==> src/rtl/exmem_hazard_forward_unit_pkg.sv <==
// exmem_hazard_forward_unit_pkg: shared pipeline constants and FSM state encoding
package exmem_hazard_forward_unit_pkg;
    localparam int REG_ADDR_W = 5;
    localparam logic [1:0] FWD_RF    = 2'b00;
    localparam logic [1:0] FWD_EXMEM = 2'b10;
    localparam logic [1:0] FWD_MEMWB = 2'b01;
    typedef enum logic [1:0] {
        RUN      = 2'd0,
        MEM_WAIT = 2'd1,
        ERROR    = 2'd2
    } state_t;
endpackage

==> src/rtl/exmem_hazard_forward_unit_if.sv <==
// exmem_hazard_forward_unit_if: pipeline stage fields in, hazard/forward controls out
interface exmem_hazard_forward_unit_if #(
    parameter int REG_ADDR_W  = exmem_hazard_forward_unit_pkg::REG_ADDR_W,
    parameter int STALL_CNT_W = 16
);
    logic [REG_ADDR_W-1:0]  id_rs1;
    logic [REG_ADDR_W-1:0]  id_rs2;
    logic [REG_ADDR_W-1:0]  idex_rs1;
    logic [REG_ADDR_W-1:0]  idex_rs2;
    logic [REG_ADDR_W-1:0]  idex_rd;
    logic                   idex_mem_read;
    logic                   branch_taken;
    logic [REG_ADDR_W-1:0]  exmem_rd;
    logic                   exmem_reg_write;
    logic                   exmem_mem_read;
    logic                   exmem_mem_req;
    logic                   mem_ready;
    logic [REG_ADDR_W-1:0]  memwb_rd;
    logic                   memwb_reg_write;
    logic [1:0]             forward_a;
    logic [1:0]             forward_b;
    logic                   stall_pc;
    logic                   stall_ifid;
    logic                   stall_idex;
    logic                   stall_exmem;
    logic                   bubble_idex;
    logic                   bubble_memwb;
    logic                   flush_ifid;
    logic                   mem_error;
    logic [STALL_CNT_W-1:0] stall_count;

    modport master (
        output id_rs1, id_rs2, idex_rs1, idex_rs2, idex_rd, idex_mem_read, branch_taken,
               exmem_rd, exmem_reg_write, exmem_mem_read, exmem_mem_req, mem_ready,
               memwb_rd, memwb_reg_write,
        input  forward_a, forward_b, stall_pc, stall_ifid, stall_idex, stall_exmem,
               bubble_idex, bubble_memwb, flush_ifid, mem_error, stall_count
    );

    modport slave (
        input  id_rs1, id_rs2, idex_rs1, idex_rs2, idex_rd, idex_mem_read, branch_taken,
               exmem_rd, exmem_reg_write, exmem_mem_read, exmem_mem_req, mem_ready,
               memwb_rd, memwb_reg_write,
        output forward_a, forward_b, stall_pc, stall_ifid, stall_idex, stall_exmem,
               bubble_idex, bubble_memwb, flush_ifid, mem_error, stall_count
    );
endinterface

==> src/rtl/exmem_hazard_forward_unit_forward_select.sv <==
// exmem_hazard_forward_unit_forward_select: ALU operand bypass select for one source register
module exmem_hazard_forward_unit_forward_select
    import exmem_hazard_forward_unit_pkg::*;
#(
    parameter int ADDR_W = REG_ADDR_W
) (
    input  logic [ADDR_W-1:0] idex_rs,
    input  logic [ADDR_W-1:0] exmem_rd,
    input  logic              exmem_reg_write,
    input  logic              exmem_mem_read,
    input  logic [ADDR_W-1:0] memwb_rd,
    input  logic              memwb_reg_write,
    output logic [1:0]        sel
);
    // EX/MEM wins over MEM/WB; loads in EX/MEM have no data yet; x0 is never bypassed
    always_comb begin
        sel = (exmem_reg_write && !exmem_mem_read && exmem_rd != '0 && exmem_rd == idex_rs) ? FWD_EXMEM :
              (memwb_reg_write && memwb_rd != '0 && memwb_rd == idex_rs) ? FWD_MEMWB : FWD_RF;
    end
endmodule

==> src/rtl/exmem_hazard_forward_unit.sv <==
// exmem_hazard_forward_unit: forwarding, load-use/flush control and memory-wait freeze FSM
module exmem_hazard_forward_unit #(
    parameter int REG_ADDR_W  = exmem_hazard_forward_unit_pkg::REG_ADDR_W,
    parameter int WAIT_LIMIT  = 8,
    parameter int STALL_CNT_W = 16
) (
    input logic                          clk,
    input logic                          reset,
    exmem_hazard_forward_unit_if.slave   bus
);
    import exmem_hazard_forward_unit_pkg::*;

    localparam int WCW = $clog2(WAIT_LIMIT + 1);
    localparam logic [WCW-1:0] WAIT_LAST = WCW'(WAIT_LIMIT - 1);

    state_t                 state;
    logic [WCW-1:0]         wait_cnt;
    logic [STALL_CNT_W-1:0] cnt;
    logic                   err;
    logic [1:0]             fa;
    logic [1:0]             fb;
    logic                   freeze;
    logic                   flush;
    logic                   load_use;
    logic                   stall;

    exmem_hazard_forward_unit_forward_select #(.ADDR_W(REG_ADDR_W)) u_fwd_a (
        .idex_rs(bus.idex_rs1), .exmem_rd(bus.exmem_rd), .exmem_reg_write(bus.exmem_reg_write),
        .exmem_mem_read(bus.exmem_mem_read), .memwb_rd(bus.memwb_rd),
        .memwb_reg_write(bus.memwb_reg_write), .sel(fa)
    );

    exmem_hazard_forward_unit_forward_select #(.ADDR_W(REG_ADDR_W)) u_fwd_b (
        .idex_rs(bus.idex_rs2), .exmem_rd(bus.exmem_rd), .exmem_reg_write(bus.exmem_reg_write),
        .exmem_mem_read(bus.exmem_mem_read), .memwb_rd(bus.memwb_rd),
        .memwb_reg_write(bus.memwb_reg_write), .sel(fb)
    );

    // Freeze outranks flush, which outranks load-use (a squashed ID instruction needs no stall)
    always_comb begin
        freeze = state == ERROR || (state == MEM_WAIT && !bus.mem_ready) ||
                 (state == RUN && bus.exmem_mem_req && !bus.mem_ready);
        flush = !freeze && bus.branch_taken;
        load_use = !freeze && !bus.branch_taken && bus.idex_mem_read && bus.idex_rd != '0 &&
                   (bus.idex_rd == bus.id_rs1 || bus.idex_rd == bus.id_rs2);
        stall = reset && (freeze || load_use);
    end

    // Drive controls; everything reads zero while reset is held low
    always_comb begin
        bus.forward_a    = reset ? fa : FWD_RF;
        bus.forward_b    = reset ? fb : FWD_RF;
        bus.stall_pc     = stall;
        bus.stall_ifid   = stall;
        bus.stall_idex   = reset && freeze;
        bus.stall_exmem  = reset && freeze;
        bus.bubble_memwb = reset && freeze;
        bus.bubble_idex  = reset && (flush || load_use);
        bus.flush_ifid   = reset && flush;
        bus.mem_error    = reset && err;
        bus.stall_count  = reset ? cnt : '0;
    end

    // Memory-wait FSM with timeout into a sticky error state, plus saturating stall counter
    always_ff @(posedge clk) begin
        if (!reset) begin
            state    <= RUN;
            wait_cnt <= '0;
            cnt      <= '0;
            err      <= 1'b0;
        end else begin
            if (stall && cnt != '1)
                cnt <= cnt + 1'b1;
            case (state)
                RUN: begin
                    if (bus.exmem_mem_req && !bus.mem_ready) begin
                        state    <= MEM_WAIT;
                        wait_cnt <= WCW'(1);
                    end
                end
                MEM_WAIT: begin
                    if (bus.mem_ready) begin
                        state    <= RUN;
                        wait_cnt <= '0;
                    end else begin
                        wait_cnt <= wait_cnt + 1'b1;
                        if (wait_cnt >= WAIT_LAST) begin
                            state <= ERROR;
                            err   <= 1'b1;
                        end
                    end
                end
                default: err <= 1'b1;
            endcase
        end
    end
endmodule

==> src/flat_wrapper.sv <==
// flat-port wrapper written by rule: the top's interface ports become plain ports
module exmem_hazard_forward_unit_flat import exmem_hazard_forward_unit_pkg::*;
#(
    parameter int REG_ADDR_W  = exmem_hazard_forward_unit_pkg::REG_ADDR_W,
    parameter int WAIT_LIMIT  = 8,
    parameter int STALL_CNT_W = 16
)
  (clk, reset, bus_id_rs1, bus_id_rs2, bus_idex_rs1, bus_idex_rs2, bus_idex_rd, bus_idex_mem_read, bus_branch_taken, bus_exmem_rd, bus_exmem_reg_write, bus_exmem_mem_read, bus_exmem_mem_req, bus_mem_ready, bus_memwb_rd, bus_memwb_reg_write, bus_forward_a, bus_forward_b, bus_stall_pc, bus_stall_ifid, bus_stall_idex, bus_stall_exmem, bus_bubble_idex, bus_bubble_memwb, bus_flush_ifid, bus_mem_error, bus_stall_count);
  exmem_hazard_forward_unit_if #(.REG_ADDR_W(REG_ADDR_W), .STALL_CNT_W(STALL_CNT_W)) bus_i ();
  input logic clk;
  input logic reset;
  input wire logic [$bits(bus_i.id_rs1)-1:0] bus_id_rs1;
  input wire logic [$bits(bus_i.id_rs2)-1:0] bus_id_rs2;
  input wire logic [$bits(bus_i.idex_rs1)-1:0] bus_idex_rs1;
  input wire logic [$bits(bus_i.idex_rs2)-1:0] bus_idex_rs2;
  input wire logic [$bits(bus_i.idex_rd)-1:0] bus_idex_rd;
  input wire logic [$bits(bus_i.idex_mem_read)-1:0] bus_idex_mem_read;
  input wire logic [$bits(bus_i.branch_taken)-1:0] bus_branch_taken;
  input wire logic [$bits(bus_i.exmem_rd)-1:0] bus_exmem_rd;
  input wire logic [$bits(bus_i.exmem_reg_write)-1:0] bus_exmem_reg_write;
  input wire logic [$bits(bus_i.exmem_mem_read)-1:0] bus_exmem_mem_read;
  input wire logic [$bits(bus_i.exmem_mem_req)-1:0] bus_exmem_mem_req;
  input wire logic [$bits(bus_i.mem_ready)-1:0] bus_mem_ready;
  input wire logic [$bits(bus_i.memwb_rd)-1:0] bus_memwb_rd;
  input wire logic [$bits(bus_i.memwb_reg_write)-1:0] bus_memwb_reg_write;
  output wire logic [$bits(bus_i.forward_a)-1:0] bus_forward_a;
  output wire logic [$bits(bus_i.forward_b)-1:0] bus_forward_b;
  output wire logic [$bits(bus_i.stall_pc)-1:0] bus_stall_pc;
  output wire logic [$bits(bus_i.stall_ifid)-1:0] bus_stall_ifid;
  output wire logic [$bits(bus_i.stall_idex)-1:0] bus_stall_idex;
  output wire logic [$bits(bus_i.stall_exmem)-1:0] bus_stall_exmem;
  output wire logic [$bits(bus_i.bubble_idex)-1:0] bus_bubble_idex;
  output wire logic [$bits(bus_i.bubble_memwb)-1:0] bus_bubble_memwb;
  output wire logic [$bits(bus_i.flush_ifid)-1:0] bus_flush_ifid;
  output wire logic [$bits(bus_i.mem_error)-1:0] bus_mem_error;
  output wire logic [$bits(bus_i.stall_count)-1:0] bus_stall_count;
  assign bus_i.id_rs1 = bus_id_rs1;
  assign bus_i.id_rs2 = bus_id_rs2;
  assign bus_i.idex_rs1 = bus_idex_rs1;
  assign bus_i.idex_rs2 = bus_idex_rs2;
  assign bus_i.idex_rd = bus_idex_rd;
  assign bus_i.idex_mem_read = bus_idex_mem_read;
  assign bus_i.branch_taken = bus_branch_taken;
  assign bus_i.exmem_rd = bus_exmem_rd;
  assign bus_i.exmem_reg_write = bus_exmem_reg_write;
  assign bus_i.exmem_mem_read = bus_exmem_mem_read;
  assign bus_i.exmem_mem_req = bus_exmem_mem_req;
  assign bus_i.mem_ready = bus_mem_ready;
  assign bus_i.memwb_rd = bus_memwb_rd;
  assign bus_i.memwb_reg_write = bus_memwb_reg_write;
  assign bus_forward_a = bus_i.forward_a;
  assign bus_forward_b = bus_i.forward_b;
  assign bus_stall_pc = bus_i.stall_pc;
  assign bus_stall_ifid = bus_i.stall_ifid;
  assign bus_stall_idex = bus_i.stall_idex;
  assign bus_stall_exmem = bus_i.stall_exmem;
  assign bus_bubble_idex = bus_i.bubble_idex;
  assign bus_bubble_memwb = bus_i.bubble_memwb;
  assign bus_flush_ifid = bus_i.flush_ifid;
  assign bus_mem_error = bus_i.mem_error;
  assign bus_stall_count = bus_i.stall_count;
  exmem_hazard_forward_unit #(.REG_ADDR_W(REG_ADDR_W), .WAIT_LIMIT(WAIT_LIMIT), .STALL_CNT_W(STALL_CNT_W)) u_core (.clk(clk), .reset(reset), .bus(bus_i));
endmodule
==> config.mk <==
export PLATFORM = sky130hd
export DESIGN_NAME = exmem_hazard_forward_unit_flat
export DESIGN_NICKNAME = d
export VERILOG_FILES = /design/src/rtl/exmem_hazard_forward_unit_pkg.sv /design/src/rtl/exmem_hazard_forward_unit_if.sv /design/src/rtl/exmem_hazard_forward_unit_forward_select.sv /design/src/rtl/exmem_hazard_forward_unit.sv /design/src/flat_wrapper.sv
export SDC_FILE = /design/constraint.sdc
export NUM_CORES = 1
export LEC_CHECK = 0
export BUFFER_PORTS_ARGS = -buffer_cell sky130_fd_sc_hd__buf_2
export CORE_MARGIN = 1.5
export CORE_UTILIZATION = 40
export CTS_CLUSTER_DIAMETER = 30
export CTS_CLUSTER_SIZE = 30
export DETAILED_ROUTE_END_ITERATION = 16
export GPL_ROUTABILITY_DRIVEN = 0
export PLACE_DENSITY = 0.67
export SLEW_MARGIN = 20
export SYNTH_ARGS = -nofsm -noshare
export SYNTH_HDL_FRONTEND = slang
export SYNTH_HIERARCHICAL = 1
export SYNTH_SLANG_ARGS = --single-unit
==> constraint.sdc <==
create_clock -name clk -period 4.37 [get_ports clk]
set_input_delay 0.874 -clock clk [delete_from_list [all_inputs] [get_ports clk]]
set_output_delay 0.874 -clock clk [all_outputs]
set_load 0.02 [all_outputs]
=== After elaboration in Yosys (flattened, before gate mapping) ===
Cells that the tools add are included.

* Output and inout bits: 28
* Input bits: 44
* RAM bits: 0
* Memories: 0
* Latch bits: 0
* Bits in read-only memories: 0
* Register bits: 23

* Bitwise operators: 1
* Add/sub/neg operators: 2
* Muxes and demuxes: 17
* Equality and inequality tests: 13
* Multiply operators: 0
* Shift-type cells: 0
* Magnitude comparators: 1
* Reductions and logical operators: 39
* Div/mod/pow operators: 0

{| class="wikitable"
|+ Operator list
! cell !! number
|-
| $eq 5x5->1 || 6
|-
| $logic_and 1x1->1 || 22
|-
| $add 16x1->16 const B || 1
|-
| $mux 16 || 1
|-
| $ne 16x16->1 const B || 1
|-
| $reduce_bool 5->1 || 3
|-
| $mux 2 || 7
|-
| $mux 4 || 2
|-
| $pmux 4 s2 || 1
|-
| $ne 2x2->1 const B || 3
|-
| $reduce_and 3->1 || 2
|-
| $logic_or 1x1->1 || 5
|-
| $add 4x1->4 const B || 1
|-
| $ge 4x3->1 const B || 1
|-
| $logic_not 1->1 || 4
|-
| $mux 1 || 4
|-
| $pmux 2 s2 || 1
|-
| $ne 3x3->1 const B || 1
|-
| $eq 2x1->1 const B || 1
|-
| $eq 2x2->1 const B || 1
|-
| $logic_not 2->1 || 1
|-
| $pmux 1 s2 || 1
|-
| $reduce_and 2->1 || 1
|-
| $reduce_bool 2->1 || 1
|-
| $not 1->1 || 1
|}

=== Longest topological paths before layout ===
Gate-level depths: netlist of run 1.

* Depth in word-level cells: 12
* Depth in mapped cells: 8
* Depth with buffers taken out: 7

=== Modules after synthesis ===
The synthesis of run 1 kept the hierarchy.

{| class="wikitable"
|+ Modules (own cells, without submodules)
! module !! instances !! cells each !! area each (um^2)
|-
| exmem_hazard_forward_unit || 1 || 196 || 1617.8
|-
| exmem_hazard_forward_unit_forward_select || 2 || 21 || 161.4
|}

=== Worst setup path after synthesis of run 1 ===
Ideal clock, no wire load.

* Path type: input to output
* Start: input port bus_idex_rd[1]
* End: output port bus_bubble_idex
* Data arrival time: 2.125 ns
* Slack: 1.371 ns
* Stages: 6
* Cell sequence: xor2_1 > nor3_1 > a22oi_2 > nor2_1 > nor2_1 > nor3_1

* Longest elaborated chain between the ends: 5
* Elaborated cells between the ends (all ways): 8
* Those cells by class: eq/ne (2); reduce/logical (6)

{| class="wikitable"
|+ RTL lines
! element !! RTL line !! text
|-
| start, declared || flat_wrapper.sv:16 || <nowiki>input wire logic [$bits(bus_i.idex_rd)-1:0] bus_idex_rd;</nowiki>
|-
| $eq 5x5->1 or $reduce_bool 5->1 (tied branches) || exmem_hazard_forward_unit.sv:45, exmem_hazard_forward_unit.sv:44 ||
|-
| $logic_or 1x1->1 or $logic_and 1x1->1 (tied branches) || exmem_hazard_forward_unit.sv:45, exmem_hazard_forward_unit.sv:44 ||
|-
| $logic_and 1x1->1 * || exmem_hazard_forward_unit.sv:44 || <nowiki>load_use = !freeze && !bus.branch_taken && bus.idex_mem_read && bus.idex_rd != '0 &&</nowiki>
|-
| $logic_or 1x1->1 * || exmem_hazard_forward_unit.sv:58 || <nowiki>bus.bubble_idex = reset && (flush || load_use);</nowiki>
|-
| $logic_and 1x1->1 * || exmem_hazard_forward_unit.sv:58 ||
|-
| end, declared || flat_wrapper.sv:32 || <nowiki>output wire logic [$bits(bus_i.bubble_idex)-1:0] bus_bubble_idex;</nowiki>
|}

Mark *: on every way between the ends. The rest lies on a longest branch, timed or not.

=== Worst setup path in the final report of run 1 ===
* Start: input port bus_exmem_mem_req
* End: output port bus_stall_pc

* Longest elaborated chain between the ends: 10

{| class="wikitable"
|+ RTL lines
! element !! RTL line !! text
|-
| start, declared || flat_wrapper.sv:22 || <nowiki>input wire logic [$bits(bus_i.exmem_mem_req)-1:0] bus_exmem_mem_req;</nowiki>
|-
| $logic_and 1x1->1 * (2 in a row) || exmem_hazard_forward_unit.sv:42 || <nowiki>(state == RUN && bus.exmem_mem_req && !bus.mem_ready);</nowiki>
|-
| $logic_or 1x1->1 * || exmem_hazard_forward_unit.sv:41 || <nowiki>freeze = state == ERROR || (state == MEM_WAIT && !bus.mem_ready) ||</nowiki>
|-
| $logic_not 1->1 || exmem_hazard_forward_unit.sv:44 ||
|-
| $logic_and 1x1->1 (4 in a row) || exmem_hazard_forward_unit.sv:44 ||
|-
| $logic_or 1x1->1 * || exmem_hazard_forward_unit.sv:46 || <nowiki>stall = reset && (freeze || load_use);</nowiki>
|-
| $logic_and 1x1->1 * || exmem_hazard_forward_unit.sv:46 ||
|-
| end, declared || flat_wrapper.sv:28 || <nowiki>output wire logic [$bits(bus_i.stall_pc)-1:0] bus_stall_pc;</nowiki>
|}

Marked as above.

==> summary.txt, run 1 <==
Clock tree
  • Post-CTS Hold Buffers: 0
  • Max clock buf depth: 2
  • Reg clk slew, reported paths: about 0.090 ns
  • Clk root buf: clkbuf_8
  • Clock Latency Late Sink: between 0.2 and 0.3 ns
  • Setup bufs post-CTS: 0
  • # clock sinks: 23
  • Num CTS Buffers: 3
  • H-tree depth: 1
  • # resized after CTS: 0
  • CTS tree: done

Power
  • Net switching power: 0.136 mW
  • Power Total: about 0.46 mW
  • Peak supply drop: around 0.11 mV
  • Pint: approximately 0.33 mW
  • Leakage Power: roughly 1.1 nW
  • Combinational power share: between 20% and 30%
  • Clock power share: ~30%
  • Sw Share: 29.5%
  • Sequential power share: 47.0%
  • Power per cell area: roughly 200 nW/um^2

Yosys
  • Async set or reset register ratio after synthesis: 0%
  • Yosys top cell area share: 23.7%
  • Post-synth EDFFs: 0
  • Synth warnings: 6
  • Syn Nets: 284
  • Top post-synthesis cells by area: dfxtp_1 24%, xor2_1 8.1%, and2_1 8.1%
  • Cell taking the most area after synthesis: dfxtp_1
  • Post-Syn Area: about 1900 sq um
  • Main flop type after synthesis: dfxtp_1
  • Flops & latches, synth: 23
  • Average size of a mapped cell: 8.15 sq um
  • Distinct cells, synth: 48
  • Most instantiated cells after synthesis: 25 x and2_1, 23 x dfxtp_1, 18 x xor2_1
  • Seq/Total Area, Yosys: between 20% and 30%
  • Post-Syn Instances: between 200 and 250
  • Most common cell in the netlist: and2_1

GRT
  • Gr ovfl total: 0
  • GRT Total Usage: 17.1%
  • First-pass GRT wire length: about 7400 um
  • Vias in the first global route: approximately 1700
  • Initial antenna violation count: 0
  • Largest net degree at the start of global routing: 47

Die
  • Die X-Extent: about 73 um
  • Site Rows: 25
  • Num ports: ~70
  • Core ar.: between 4000 and 5000 sq um
  • Die span in y: 72.7 um
  • Starting density of the core: 41.4%
  • Die area: 5280 sq um

Routing
  • DRC: 0
  • Antenna-violating nets left: 0
  • Iteration-0 DRC Markers: 100
  • DRT Pass-1 Iters: 4
  • Average wire per standard cell: about 12 um
  • Via count: 1879
  • Total Wirelength: roughly 4400 um
  • Vias per Instance: 5.25

Critical path
  • Max incr delay on CP: 0.49 ns
  • Crit-path max FO: 8
  • Worst R2R End: u_core/cnt[9]$_SDFFE_PN0P_
  • CP max-delay cell: a21oi_1
  • R2R cell count: 7
  • CP startpoint: bus_exmem_mem_req
  • WP data arrival: 2.30 ns
  • R2R Path Start: u_core/cnt[0]$_SDFFE_PN0P_
  • CP Cell Sequence: buf_2 > nor2_1 > nor3_1 > a21oi_1 > o21ai_0 > and2_1 > buf_2
  • Slack of the worst reg-to-reg path: 2.08 ns
  • Crit path capture: bus_stall_pc
  • Startpoint types: primary input
  • CP Class: primary input to output pin
  • Crit path top cell by count: buf_2
  • CP required: about 3.5 ns
  • Worst Setup End Kind: output pin

STA
  • Final min period: between 3 and 4 ns
  • # setup viols final: 0
  • Worst hold slack: ~0.48 ns
  • RSZ-0062 raised after global routing: false
  • Final Hold Fails: 0
  • FMAX: about 320 MHz
  • Max-slew violation count: 0
  • Clock skew: ~0.0033 ns
  • Tcrit/Tclk final: 72.6%
  • Worst Tran Pin Value: 0.743 ns
  • Final worst setup slack: approximately 1.2 ns
  • Relative slew slack: about half
  • Fin Setup TNS: 0 ns

Outcome
  • Status: completed

Place
  • Dpl hpwl: between 3000 and 4000 um
  • IO Port Bufs: 71
  • Placed cells: around 350
  • Worst slack, placed: between 1 and 1.5 ns
  • Post-DP Area: around 2300 sq um

Cells and area
  • Nets: 351
  • Antenna diodes: 0
  • Area delta synth->final: 21.3%
  • Final Core Density: around half
  • Final Non-Filler Cells: approximately 360
  • Layout cells sized above 1: between 30% and 40%
  • Design area: ~2400 sq um

Worst hold path
  • Worst hold path class: flip-flop to flip-flop

Run
  • Maxcap violations: 0
==> registers in the layout, indices dropped and copies added, names as in the netlist <==
signal / cells
u_core/cnt: 16
u_core/err: 1
u_core/state: 2
u_core/wait_cnt: 4
==> worst min-delay path by stage <==
stage	from	end	cells after the start
final	u_core/err$_SDFFE_PN0P_	u_core/err$_SDFFE_PN0P_	1
after CTS	u_core/wait_cnt[3]$_SDFFE_PN0P_	u_core/wait_cnt[3]$_SDFFE_PN0P_	1
after global routing	u_core/wait_cnt[3]$_SDFFE_PN0P_	u_core/wait_cnt[3]$_SDFFE_PN0P_	1
after global placement	u_core/wait_cnt[3]$_SDFFE_PN0P_	u_core/wait_cnt[3]$_SDFFE_PN0P_	1
after floorplan	u_core/wait_cnt[3]$_SDFFE_PN0P_	u_core/wait_cnt[3]$_SDFFE_PN0P_	1
after detailed placement	u_core/wait_cnt[3]$_SDFFE_PN0P_	u_core/wait_cnt[3]$_SDFFE_PN0P_	1
==> power by group through the flow <==
stage,Clock (mW),Sequential (mW),Combinational (mW)
after global placement,0,0.222,0.109
after detailed placement,0,0.222,0.110
after CTS,0.141,0.217,0.110
final,0.135,0.217,0.109
after floorplan,0,0.221,0.0695
after global routing,0.149,0.217,0.121
==> layer usage <==
layer  vias to the layer above  global-route usage, %  share of wire [%]
met2                        49                   30.1                 47
met3                         4                   3.04                4.8
met5                         -                      0                  0
met1                       849                   22.1                 47
met4                         0                   2.73               0.50
li1                        977                      -                  -
==> cell families (layout without fill, tap and decap cells) <==
logic type               count (synthesis)  count (layout)  synth area share [%]
AND/OR/NAND/NOR                        116             116                  35.3
AO/OA/AOI/OAI                           47              47                  18.2
XOR/XNOR                                27              27                  12.2
flip-flops                              23              23                  23.7
buffers and inverters                   15              81                  4.06
multiplexers                             8               8                  5.22
adder cells (fa/ha/maj)                  2               2                  1.29
==> critical path: cells and delay by family <==
kind	cells	cell delay [ns]
buffers and inverters	2	0.27
and+or+nand+nor	3	0.43
AOI/OAI and AO/OA	2	0.72
==> cell usage in the layout (no fill, tap or decap), types with 2 or more instances in the layout <==
| master | instances |
|---|---|
| a21boi_1 | 2 |
| xor2_1 | 18 |
| a21oi_1 | 7 |
| mux2_1 | 2 |
| a21o_1 | 2 |
| o21ai_0 | 11 |
| nor3_2 | 5 |
| nand2_1 | 15 |
| o211ai_1 | 3 |
| mux2_4 | 3 |
| ha_1 | 2 |
| nor4b_4 | 2 |
| and2_1 | 25 |
| nand2b_1 | 3 |
| o31ai_1 | 3 |
| xnor2_1 | 9 |
| clkbuf_8 | 3 |
| inv_1 | 6 |
| nor2b_1 | 11 |
| o211a_1 | 3 |
| or3_1 | 3 |
| o21a_1 | 3 |
| nor4_1 | 4 |
| nand3_1 | 10 |
| nor3_1 | 10 |
| dfxtp_1 | 23 |
| and3_1 | 4 |
| buf_2 | 71 |
| mux2_2 | 3 |
| nand4_1 | 5 |
| nor2_1 | 16 |
==> cell type report <==
class,instances,area (sq um)
Clock buffer,3,41.3
Clock inverter,1,5.00
Tap cell,54,67.6
Sequential cell,23,460
Timing Repair Buffer,71,355
Inverter,6,22.5
Multi-Input combinational cell,200,1400
Fill cell,468,2340
Note: power is estimated with default switching activity, not from simulation.
==> run 2: changes to the inputs <==
--- a/config.mk
+++ b/config.mk
@@ -5,6 +5,7 @@
 export SDC_FILE = /design/constraint.sdc
 export NUM_CORES = 1
 export LEC_CHECK = 0
+export ABC_AREA = 1
 export BUFFER_PORTS_ARGS = -buffer_cell sky130_fd_sc_hd__buf_2
 export CORE_MARGIN = 1.5
 export CORE_UTILIZATION = 40
@@ -12,7 +13,7 @@
 export CTS_CLUSTER_SIZE = 30
 export DETAILED_ROUTE_END_ITERATION = 16
 export GPL_ROUTABILITY_DRIVEN = 0
-export PLACE_DENSITY = 0.67
+export PLACE_DENSITY = 0.68
 export SLEW_MARGIN = 20
 export SYNTH_ARGS = -nofsm -noshare
 export SYNTH_HDL_FRONTEND = slang
==> constraint.sdc (replaced) <==
create_clock -name clk -period 2.74 [get_ports clk]
set_input_delay 0.548 -clock clk [delete_from_list [all_inputs] [get_ports clk]]
set_output_delay 0.548 -clock clk [all_outputs]
set_load 0.02 [all_outputs]
==> summary.txt, run 2 <==
Outcome
  • Status: completed (unchanged)

STA
  • # setup viols final: 0 (unchanged)
  • Clock skew: 0.00705 ns (was 0.00332 ns)
  • Relative slew slack: 60.0% (was 50.1%)
  • Tcrit/Tclk final: just over 80%
  • Final worst setup slack: 0.482 ns (was 1.20 ns)
  • Final Hold Fails: 0 (unchanged)
  • Worst hold slack: 0.468 ns (was 0.478 ns)
  • Final min period: around 2.3 ns
  • FMAX: 443 MHz
  • RSZ-0062 raised after global routing: false (unchanged)
  • Max-slew violation count: 0 (unchanged)
  • Worst Tran Pin Value: 0.593 ns (was 0.743 ns)
  • Fin Setup TNS: 0 ns (unchanged)

Die
  • Core ar.: 5200 sq um (was 4690 sq um)
  • Die area: 5940 sq um (was 5280 sq um)
  • Die X-Extent: 77.1 um (was 72.7 um)
  • Die span in y: 77.1 um (was 72.7 um)
  • Num ports: 72 (unchanged)
  • Site Rows: 26 (was 25)
  • Starting density of the core: 42.2% (was 41.4%)

Cells and area
  • Commonest cells after routing, fill and taps aside: 155 x nand2_1, 92 x inv_1, 71 x buf_2 (was 71 x buf_2, 25 x and2_1, 23 x dfxtp_1)
  • Antenna diodes: 0 (unchanged)
  • Layout cells sized above 1: 19.2% (was 30.9%)
  • Most common cell after layout, fill and taps aside: nand2_1 (was buf_2)
  • Nets: 537 (was 351)
  • Filler cell count: 584 (was 468)
  • Top flop regs: u_core/cnt (16), u_core/wait_cnt (4), u_core/state (2) (unchanged)
  • Largest register FFs: 16 (unchanged)
  • Area delta synth->final: 19.4% (was 21.3%)
  • Most flops, register: u_core/cnt (unchanged)

Yosys
  • Flops & latches, synth: 23 (unchanged)
  • Main flop type after synthesis: dfxtp_1 (unchanged)
  • Top post-synthesis cells by area: nand2_1 26%, dfxtp_1 21%, inv_1 16% (was dfxtp_1 24%, xor2_1 8.1%, and2_1 8.1%)
  • Async set or reset register ratio after synthesis: 0% (unchanged)
  • Most instantiated cells after synthesis: 155 x nand2_1, 92 x inv_1, 59 x nor2_1 (was 25 x and2_1, 23 x dfxtp_1, 18 x xor2_1)
  • Syn Nets: 470 (was 284)
  • Synth warnings: 6 (unchanged)
  • Distinct cells, synth: 32 (was 48)
  • Cell taking the most area after synthesis: nand2_1 (was dfxtp_1)
  • Seq/Total Area, Yosys: 21.0% (was 23.7%)
  • Post-synth EDFFs: 0 (unchanged)
  • Post-Syn Instances: 424 (was 238)
  • Most common cell in the netlist: nand2_1 (was and2_1)
  • Average size of a mapped cell: 5.18 sq um (was 8.15 sq um)
  • Yosys top cell area share: 26.5% (was 23.7%)
  • Post-Syn Area: 2200 sq um (was 1940 sq um)

Routing
  • Antenna-violating nets left: 0 (unchanged)
  • DRC: 0 (unchanged)
  • Iteration-0 DRC Markers: 119 (was 100)
  • Total Wirelength: 5160 um (was 4400 um)
  • Via count: 2500 (was 1879)
  • Average wire per standard cell: 9.22 um (was 12.3 um)
  • DRT Pass-1 Iters: 4 (unchanged)
  • Vias per Instance: 4.46 (was 5.25)

Power
  • Power per cell area: 290 nW/um^2 (was 196 nW/um^2)
  • Clock power share: 27.2% (was 29.4%)
  • Pint: 0.522 mW (was 0.325 mW)
  • Net switching power: 0.239 mW (was 0.136 mW)
  • Sequential power share: 46.0% (was 47.0%)
  • Leakage Power: 1.76 nW (was 1.07 nW)
  • Combinational power share: 26.8% (was 23.7%)
  • Sw Share: 31.4% (was 29.5%)
  • Peak supply drop: 0.163 mV (was 0.113 mV)

Clock tree
  • Num CTS Buffers: 3 (unchanged)
  • Post-CTS Hold Buffers: 0 (unchanged)
  • Clk root buf: clkbuf_8 (unchanged)
  • # clock sinks: 23 (unchanged)
  • # resized after CTS: 0 (unchanged)
  • Setup bufs post-CTS: 0 (unchanged)
  • Max clock buf depth: 2 (unchanged)
  • Reg clk slew, reported paths: 0.07 ns (was 0.09 ns)
  • CTS tree: done (unchanged)
  • H-tree depth: 1 (unchanged)
  • Clock Latency Late Sink: 0.26 ns (about the same)

Critical path
  • WP data arrival: 1.71 ns (was 2.30 ns)
  • CP Cell Sequence: buf_2 > inv_2 > nor2_1 > nand3_1 > nor2_1 > nand2_1 > nand2_1 > buf_2 (was buf_2 > nor2_1 > nor3_1 > a21oi_1 > o21ai_0 > and2_1 > buf_2)
  • CP bufs+invs: 3 (was 2)
  • Max incr delay on CP: 0.27 ns (was 0.49 ns)
  • CP top delay family: simple AND/OR/NAND/NOR gates (was compound AO/OA/AOI/OAI gates)
  • CP Class: primary input to output pin (unchanged)
  • Startpoint types: primary input (unchanged)
  • Worst Setup End Kind: output pin (unchanged)
  • CP required: 2.19 ns (was 3.50 ns)
  • CP max-delay cell: nand2_1 (was a21oi_1)
  • Crit-path max FO: 11 (was 8)

GRT
  • First-pass GRT wire length: 8920 um (was 7430 um)
  • GRT Total Usage: 17.8% (was 17.1%)
  • Largest net degree at the start of global routing: 31 (was 47)
  • Initial antenna violation count: 0 (unchanged)
  • Gr ovfl total: 0 (unchanged)
  • Vias in the first global route: 2256 (was 1699)

Place
  • Dpl hpwl: 4250 um (was 3550 um)
  • IO Port Bufs: 71 (unchanged)
  • Worst slack, placed: 0.473 ns (was 1.20 ns)

Worst hold path
  • Worst hold path class: flip-flop to flip-flop (unchanged)

Run
  • Maxcap violations: 0 (unchanged)
run 2: cell types whose count changed in the layout (fill, tap and decap cells not counted), moves of 7 or more:
cell / delta
nand2_1: +140
inv_1: +86
nor2_1: +43
and2_1: -25
xor2_1: -17
nand3_1: +13
nor2b_1: -11
a21oi_1: +10
inv_2: +7
nor3_1: -7
xnor2_1: -7
run 2: kinds of logic after synthesis:
group / share of synthesized area (%)
AOI/OAI and AO/OA: 6.78
xor gates and xnor gates: 1.20
adders and majority gates: 1.14
buffers and inverters: 20.5
DFF: 21.0
and+or+nand+nor: 49.5
run 2: path summary, 6_finish.rpt:
path	endpoint	slack, ns	startpoint	depth (start not counted)
min reg2reg	u_core/err$_SDFFE_PN0P_	0.47	u_core/err$_SDFFE_PN0P_	2
max reg2reg	u_core/cnt[6]$_SDFFE_PN0P_	0.91	u_core/state[1]$_SDFFE_PN0P_	10
max	bus_stall_ifid	0.48	reset	8
min	u_core/err$_SDFFE_PN0P_	0.47	u_core/err$_SDFFE_PN0P_	2
run 2: stage by stage:
stage | util, % | power (mW) | std cells | instance area (sq um)
final | 50.4 | 0.761 | 560 | 2620
after global routing | 50.4 | 0.812 | 560 | 2620
after CTS | 50.4 | 0.770 | 560 | 2620
after detailed placement | 49.5 | 0.561 | 556 | 2580
after global placement | 49.5 | 0.557 | 556 | 2580
after floorplan | - | 0.490 | 424 | 2200
run 2: layer usage:
layer | vias up | global-route usage, % | wire length (um)
li1 | 1378 | - | -
met1 | 1076 | 20.3 | 2330
met2 | 44 | 35.0 | 2620
met3 | 2 | 2.98 | 192
met4 | 0 | 2.00 | 19
met5 | - | 0 | 0
run 2: power by group through the flow:
| stage | Combinational, mW | Clock [mW] | Sequential, mW |
|---|---|---|---|
| 6_report | 0.204 | 0.207 | 0.350 |
| 2_1_floorplan | 0.134 | 0 | 0.356 |
| 3_3_place_gp | 0.200 | 0 | 0.358 |
| 5_1_grt | 0.234 | 0.226 | 0.351 |
| 4_1_cts | 0.204 | 0.216 | 0.350 |
| 3_5_place_dp | 0.204 | 0 | 0.358 |
run 2: worst register-to-register path, stage by stage, from the launching register on:
cell and delay (ns):
dfxtp_1 0.42, nor2_2 0.08, nand2_2 0.11, nand3_2 0.11, nor2_1 0.11, nand2_1 0.07, nand2_1 0.27, buf_4 0.31
nand2_1 0.10, nor2_1 0.10, nor2_1 0.05
run 2: final cells by class:
type	instances	area [sq um]	share of cell area, %
Clock buffer	4	45.0	1.72
Inverter	99	372	14.2
Multi-Input combinational cell	291	1290	49.1
Sequential cell	23	460	17.6
Tap cell	70	87.6	3.34
Timing Repair Buffer	73	370	14.1
